$ cat src/rtl/axi_rr_arbiter3_if.sv
// Handshake bundle between up to three channel managers and the round-robin arbiter.
// The slave modport is the arbiter; the master modport is the manager side.
interface axi_rr_arbiter3_if;
  logic       req0;
  logic       req1;
  logic       req2;
  logic       finish0;
  logic       finish1;
  logic       finish2;
  logic       gnt0;
  logic       gnt1;
  logic       gnt2;
  logic [2:0] sel;
  logic       busy;
  logic       tout_err;
  logic [1:0] tout_id;

  modport slave (
    input  req0, req1, req2, finish0, finish1, finish2,
    output gnt0, gnt1, gnt2, sel, busy, tout_err, tout_id
  );

  modport master (
    output req0, req1, req2, finish0, finish1, finish2,
    input  gnt0, gnt1, gnt2, sel, busy, tout_err, tout_id
  );
endinterface

$ cat src/rtl/axi_rr_arbiter3.sv
// Round-robin, grant-until-finish arbiter for a shared AXI channel with three managers.
// An ownership watchdog forcibly releases a stuck owner and reports which one it was.
module axi_rr_arbiter3 #(
  parameter int unsigned TIMEOUT = 1024,
  parameter int unsigned CNT_W   = 16
) (
  input logic              clk,
  input logic              rst_n,
  axi_rr_arbiter3_if.slave bus
);

  localparam logic [1:0] StIdle    = 2'd0;
  localparam logic [1:0] StGrant   = 2'd1;
  localparam logic [1:0] StRelease = 2'd2;

  localparam logic [CNT_W-1:0] CntMax  = '1;
  localparam logic [CNT_W-1:0] CntLast = CNT_W'((TIMEOUT == 0) ? 0 : TIMEOUT - 1);
  localparam logic             WdogEn  = (TIMEOUT != 0);

  logic [1:0]       state_q, state_d;
  logic [2:0]       sel_q, sel_d;
  logic [1:0]       last_q, last_d;
  logic [CNT_W-1:0] cnt_q, cnt_d;
  logic             tout_err_q, tout_err_d;
  logic [1:0]       tout_id_q, tout_id_d;

  logic [2:0] req;
  logic [2:0] fin;
  logic       any_req;
  logic [1:0] win_idx;
  logic [1:0] owner_idx;
  logic       owner_fin;
  logic       expire;

  assign req = {bus.req2, bus.req1, bus.req0};
  assign fin = {bus.finish2, bus.finish1, bus.finish0};
  assign any_req = |req;

  // Scan last+3 down to last+1 so the candidate right after the last winner overrides the rest.
  always_comb begin
    logic [2:0] sum;
    logic [1:0] cand;
    win_idx = 2'd0;
    for (int k = 3; k >= 1; k--) begin
      sum  = {1'b0, last_q} + 3'(k);
      cand = (sum >= 3'd3) ? 2'(sum - 3'd3) : sum[1:0];
      if (req[cand]) begin
        win_idx = cand;
      end
    end
  end

  assign owner_idx = sel_q[1] ? 2'd1 : (sel_q[2] ? 2'd2 : 2'd0);
  assign owner_fin = |(sel_q & fin);
  assign expire    = WdogEn && (cnt_q == CntLast);

  always_comb begin
    state_d    = state_q;
    sel_d      = sel_q;
    last_d     = last_q;
    cnt_d      = cnt_q;
    tout_err_d = 1'b0;
    tout_id_d  = tout_id_q;
    unique case (state_q)
      StIdle: begin
        if (any_req) begin
          sel_d   = 3'b001 << win_idx;
          last_d  = win_idx;
          cnt_d   = '0;
          state_d = StGrant;
        end
      end
      StGrant: begin
        // An owner finish on the expiry cycle wins over the watchdog.
        if (owner_fin) begin
          sel_d   = 3'b000;
          state_d = StRelease;
        end else if (expire) begin
          sel_d      = 3'b000;
          state_d    = StRelease;
          tout_err_d = 1'b1;
          tout_id_d  = owner_idx;
        end else if (cnt_q != CntMax) begin
          cnt_d = cnt_q + 1'b1;
        end
      end
      StRelease: begin
        cnt_d   = '0;
        state_d = StIdle;
      end
      default: begin
        sel_d   = 3'b000;
        cnt_d   = '0;
        state_d = StIdle;
      end
    endcase
  end

  always_ff @(posedge clk or negedge rst_n) begin
    if (!rst_n) begin
      state_q    <= StIdle;
      sel_q      <= 3'b000;
      last_q     <= 2'd2;
      cnt_q      <= '0;
      tout_err_q <= 1'b0;
      tout_id_q  <= 2'd0;
    end else begin
      state_q    <= state_d;
      sel_q      <= sel_d;
      last_q     <= last_d;
      cnt_q      <= cnt_d;
      tout_err_q <= tout_err_d;
      tout_id_q  <= tout_id_d;
    end
  end

  assign bus.gnt0     = sel_q[0];
  assign bus.gnt1     = sel_q[1];
  assign bus.gnt2     = sel_q[2];
  assign bus.sel      = sel_q;
  assign bus.busy     = |sel_q;
  assign bus.tout_err = tout_err_q;
  assign bus.tout_id  = tout_id_q;

endmodule

$ cat src/flat_wrapper.sv
// flat-port wrapper written by rule: the top's interface ports become plain ports
module axi_rr_arbiter3_flat 
#(
  parameter int unsigned TIMEOUT = 1024,
  parameter int unsigned CNT_W   = 16
)
  (clk, rst_n, bus_req0, bus_req1, bus_req2, bus_finish0, bus_finish1, bus_finish2, bus_gnt0, bus_gnt1, bus_gnt2, bus_sel, bus_busy, bus_tout_err, bus_tout_id);
  axi_rr_arbiter3_if bus_i ();
  input logic clk;
  input logic rst_n;
  input wire logic [$bits(bus_i.req0)-1:0] bus_req0;
  input wire logic [$bits(bus_i.req1)-1:0] bus_req1;
  input wire logic [$bits(bus_i.req2)-1:0] bus_req2;
  input wire logic [$bits(bus_i.finish0)-1:0] bus_finish0;
  input wire logic [$bits(bus_i.finish1)-1:0] bus_finish1;
  input wire logic [$bits(bus_i.finish2)-1:0] bus_finish2;
  output wire logic [$bits(bus_i.gnt0)-1:0] bus_gnt0;
  output wire logic [$bits(bus_i.gnt1)-1:0] bus_gnt1;
  output wire logic [$bits(bus_i.gnt2)-1:0] bus_gnt2;
  output wire logic [$bits(bus_i.sel)-1:0] bus_sel;
  output wire logic [$bits(bus_i.busy)-1:0] bus_busy;
  output wire logic [$bits(bus_i.tout_err)-1:0] bus_tout_err;
  output wire logic [$bits(bus_i.tout_id)-1:0] bus_tout_id;
  assign bus_i.req0 = bus_req0;
  assign bus_i.req1 = bus_req1;
  assign bus_i.req2 = bus_req2;
  assign bus_i.finish0 = bus_finish0;
  assign bus_i.finish1 = bus_finish1;
  assign bus_i.finish2 = bus_finish2;
  assign bus_gnt0 = bus_i.gnt0;
  assign bus_gnt1 = bus_i.gnt1;
  assign bus_gnt2 = bus_i.gnt2;
  assign bus_sel = bus_i.sel;
  assign bus_busy = bus_i.busy;
  assign bus_tout_err = bus_i.tout_err;
  assign bus_tout_id = bus_i.tout_id;
  axi_rr_arbiter3 #(.TIMEOUT(TIMEOUT), .CNT_W(CNT_W)) u_core (.clk(clk), .rst_n(rst_n), .bus(bus_i));
endmodule
$ cat config.mk
export PLATFORM = sky130hd
export DESIGN_NAME = axi_rr_arbiter3_flat
export DESIGN_NICKNAME = d
export VERILOG_FILES = /design/src/rtl/axi_rr_arbiter3_if.sv /design/src/rtl/axi_rr_arbiter3.sv /design/src/flat_wrapper.sv
export SDC_FILE = /design/constraint.sdc
export NUM_CORES = 1
export LEC_CHECK = 0
export CAP_MARGIN = 20
export CORE_MARGIN = 5
export CORE_UTILIZATION = 55
export CTS_CLUSTER_DIAMETER = 40
export DETAILED_ROUTE_END_ITERATION = 8
export PLACE_DENSITY = 0.86
export SYNTH_ARGS = -nofsm -noshare
export SYNTH_HDL_FRONTEND = slang
export SYNTH_SLANG_ARGS = --single-unit
$ cat constraint.sdc
create_clock -name clk -period 2.17 [get_ports clk]
set_clock_uncertainty 0.15 [all_clocks]
set_input_delay 0.434 -clock clk [delete_from_list [all_inputs] [get_ports clk]]
set_output_delay 0.434 -clock clk [all_outputs]
set_load 0.03 [all_outputs]
# Yosys cells after proc, flatten, opt, wreduce, memory -nomap -nowiden
# Index checks and enable logic that the tools add are counted.
# totals
in_bits	8
register_bits	26
word_cells	71
# classes
reduce_logical	9
order_cmp	6
n_eq_ne	9
bitwise_logic	3
mux	30
add_sub_neg	7
shift	1
# ops
cell	count
2-to-1 mux 16 bit	4
case mux 16 bit (2 select lines)	1
2-to-1 mux 2 bit	11
adder 16 x 1 -> 16 bit (second input constant)	1
equality test 16 x 10 -> 1 bit (second input constant)	1
!= test 16 bit (second input constant)	1
greater-or-equal comparator 3 x 2 -> 1 bit (second input constant)	3
< comparator 2 x 3 -> 1 bit (second input constant)	3
2-to-1 mux 3 bit	3
case mux 3 bit (3 select lines)	1
OR reduction 3 bit	3
adder 2 x 2 -> 3 bit (second input constant)	2
binary-select mux 1 bit (select 2 bit)	3
2-to-1 mux 1 bit	6
AND reduction 3 bit	2
subtractor 2 bit (second input constant)	3
!= test 2 x 1 -> 1 bit (second input constant)	2
!= test 2 bit (second input constant)	2
case mux 2 bit (2 select lines)	1
AND reduction 2 bit	2
AND reduction 4 bit	1
adder 2 x 1 -> 3 bit (second input constant)	1
bitwise AND 3 bit	1
!= test 3 x 1 -> 1 bit (second input constant)	1
5 further kinds	6

# Depth between registers and ports, before layout
# depth
word_depth	11
ltp_mapped	7

# Worst setup path after synthesis
# No wires, ideal clock.
# synth_path
kind	register -> register
start	reg u_core.cnt_q[0]
end	reg u_core.cnt_q[4]
period_less_slack_ns	1.950
stages_incl_launch_ff	8
n_path_buf	1
setup_ns	0.078
t_arrival_ns	1.722
setup_slack_ns	0.220
cell_sequence	dfrtp_1 ha_1 and3_1 nand4_1 nand4_4 buf_6 or4_1 a21oi_1
# synth_via
elab_chain_len	5
# synth_lines
item	line_no	source
start: declaration	axi_rr_arbiter3.sv:23	logic [CNT_W-1:0] cnt_q, cnt_d;
start signal: assignment	axi_rr_arbiter3.sv:111	cnt_q <= cnt_d;
adder 16 x 1 -> 16 bit	axi_rr_arbiter3.sv:84	cnt_d = cnt_q + 1'b1;
2-to-1 mux 16 bit	axi_rr_arbiter3.sv:83	end else if (cnt_q != CntMax) begin
2-to-1 mux 16 bit	axi_rr_arbiter3.sv:78	end else if (expire) begin
2-to-1 mux 16 bit	axi_rr_arbiter3.sv:75	if (owner_fin) begin
case mux 16 bit (2 select lines)	axi_rr_arbiter3.sv:64	unique case (state_q)
# Several ways; a longest one is shown, not always the timed one. The select of a mux whose other input is x is not followed.
# A chain may end at the register's enable or synchronous reset.

# Final worst setup path
# layout_path
start	reg u_core.cnt_q[0]
end	reg u_core.cnt_q[9]
# The elaborated chain is that of the path after synthesis.

==> metrics.txt <==
drt wl/cell=between 15 and 20 um; Mapped Cells=between 150 and 200; Worst Setup End Kind=register; Inst Count DP=221; drt drc=0; pin count of the biggest net entering global routing=27; share of cells above drive strength 1=17.3%; core area=2780 um2; max_slew headroom=72.9%; Synth Cell Area=1600 um2; Clock Root Buffer=clkbuf_4; RSZ-0062 raised after global routing=yes; VDD IR max=approximately 780 uV; area grow syn2layout=19.7%; die height=64.0 um; Hold Fails Final Rpt=0; PwrDens=966 nW/um2; Num Clock Sinks=26; post-synthesis sequential area ratio=40.7%; Routed Antenna Nets=0; GRT Total Usage=19.7%; via count=approximately 1,400; global-route wire length before repair=about 6500 um; maxcap violations=0; Die W=64.0 um; fin. max-slew vios=0; fmax=around 0.47 GHz; Final period util=97.8%; initial antenna violation count=0; Critical Path AT=2.23 ns; # H-tree levels=1; Synth Warn #=0; DR pass1 iterations=5; total CTS buffers=3; status=finished, final reports clean; CP startpoint kind=register; Vias/cell=6.34; FP Rows=19; total wire length=3840 um; routability congestion estimate=0.880; Critical Path RT=2.28 ns; GRT overflow=0; Worst Tran Pin Value=0.405 ns; non-filler cells, final=about 230; Longest Clk Path Bufs=2; crit path kind=reg -> reg; clk_lat worst skew=0.33 ns; Hold Path Class=in -> async; commonest non-fill, non-tap cells in the layout=nand2_1 (24), dfrtp_1 (24), clkdlybuf4s50_1 (13); post-synthesis cell type count=43; die area=4090 um2; Top Ports=18; Reg2Reg Depth=6; post-layout min period=2.12 ns; syn nets=183; Static Leak=~0.83 nW; Mean Syn Cell Area=9.37 um2; final count of negative-setup-slack endpoints=0; Final #Nets=209; Fin Hold WS=0.297 ns; drt first-iter violations=about 160; Yosys reg bits=26; Crit Path Max Fanout=5; post-DP HPWL=2810 um; CTS tree=built; FILL cells=between 200 and 250; Diodes inserted=0; Clk pin slew, worst setup/hold paths=0.14 ns; Initial Utilization=57.6%; port bufs=17; vias in the first global route=1,366
## layer usage
layer	vias to the layer above	track usage (%)	wire length, um	part of all wire (%)
li1	687	-	-	-
met1	696	25.9	1630	42
met2	51	31.9	1960	51
met3	6	4.55	203	5.3
met4	0	6.23	49	1.3
met5	-	0	0	0
## kinds of logic (layout without fill, tap and decap cells)
group | count (synthesis) | in the layout | synth area share, %
simple gates | 81 | 82 | 31.9
fa+ha+maj | 4 | 4 | 3.13
xor+xnor | 1 | 1 | 0.547
flops | 26 | 26 | 40.7
mux | 4 | 4 | 2.58
compound gates | 39 | 39 | 16.3
buf+inv | 16 | 40 | 4.92
## cell type report
| type | instances | area (um2) | share of cell area [%] |
|---|---|---|---|
| Multi-Input combinational cell | 130 | 913 | 47.7 |
| Sequential cell | 26 | 653 | 34.1 |
| Timing Repair Buffer | 27 | 251 | 13.1 |
| Tap cell | 31 | 38.8 | 2.02 |
| Inverter | 9 | 33.8 | 1.76 |
| Clock buffer | 4 | 26.3 | 1.37 |
## Yosys cell counts
library cell  number  area [um2]
o31a_1             1        8.76
or4_1              7        52.6
a31o_1             1        8.76
a31o_2             1        8.76
buf_4              3        22.5
nand4_4            2        42.5
and4_4             2        22.5
nor3_1             4        20.0
nand3b_1           1        7.51
dfstp_2            1        26.3
inv_1              9        33.8
o21ai_0            7        35.0
a32o_1             1        10.0
nand4_1            5        31.3
and4_1             2        17.5
mux2i_1            3        30.0
clkbuf_1           3        11.3
o22a_1             1        8.76
and2_4             1        8.76
nor2_1             6        22.5
and4bb_4           1        16.3
nor3_4             1        16.3
or3_1              3        18.8
ha_1               4        50.1
o31ai_1            8        60.1
nor4_1             2        12.5
and2_1             2        12.5
nand3_2            1        10.0
nor4_4             1        21.3
a21o_1             1        7.51
o41ai_1            1        8.76
buf_6              1        11.3
nand2_1           24        90.1
xnor2_1            1        8.76
mux2_1             1        11.3
and3_1             2        12.5
a21oi_1           13        65.1
a22oi_2            1        12.5
a2111o_1           1        11.3
dfrtp_1           25         626
nand3_1           10        50.1
nand2b_1           4        25.0
o211ai_1           2        15.0
## what timing repair did
item	4_1_cts	5_1_grt
endpoints found under the setup margin	1	13
hold buffers	0	0
setup buffers	0	1
pin swaps	0	4
resized for setup	1	12
gates cloned	0	1
## sequential cells by signal (all words and copies together), names as in the netlist
register             count
u_core.cnt_q            16
u_core.bus.sel           3
u_core.bus.tout_id       2
u_core.last_q            2
u_core.state_q           2
u_core.bus.tout_err      1
## final timing paths
path | slack (ns) | start | endpoint
max in group asynchronous | 1.25 | rst_n | u_core.last_q[1]$_DFFE_PN1P_
min in group clk | 0.38 | u_core.bus.tout_id[0]$_DFFE_PN0P_ | u_core.bus.tout_id[0]$_DFFE_PN0P_
min reg2reg | 0.38 | u_core.bus.tout_id[0]$_DFFE_PN0P_ | u_core.bus.tout_id[0]$_DFFE_PN0P_
min | 0.30 | rst_n | u_core.cnt_q[15]$_DFFE_PN0P_
max | 0.05 | u_core.cnt_q[0]$_DFFE_PN0P_ | u_core.cnt_q[9]$_DFFE_PN0P_
max reg2reg | 0.05 | u_core.cnt_q[0]$_DFFE_PN0P_ | u_core.cnt_q[9]$_DFFE_PN0P_
## critical path, stage by stage (launching register included)
cell     delay [ns]
dfrtp_1        0.44
ha_2           0.21
and3_2         0.21
nand4_1        0.20
nand4_4        0.16
or4_4          0.54
a21oi_2        0.15
## power by group
part / switching, mW / internal (mW) / leakage (nW) / total, mW
registers: 0.0768 / 0.562 / 0.349 / 0.639
logic: 0.610 / 0.387 / 0.467 / 0.997
clock network: 0.144 / 0.0721 / 0.0150 / 0.216
total: 0.831 / 1.02 / 0.831 / 1.85
## per-stage QoR
step	power (mW)	utilization (%)	setup WS, ns	area, um2	TNS [ns]
5_1_grt	1.99	68.9	-0.0158	1920	-0.0296
3_3_place_gp	1.56	65.9	-0.0796	1830	-0.424
2_1_floorplan	1.30	-	0.220	1600	0
6_report	1.85	68.9	0.0486	1920	0
4_1_cts	1.83	66.8	0.00863	1860	0
3_5_place_dp	1.62	65.9	-0.142	1830	-0.917
Power figures use the tool's default switching activity.
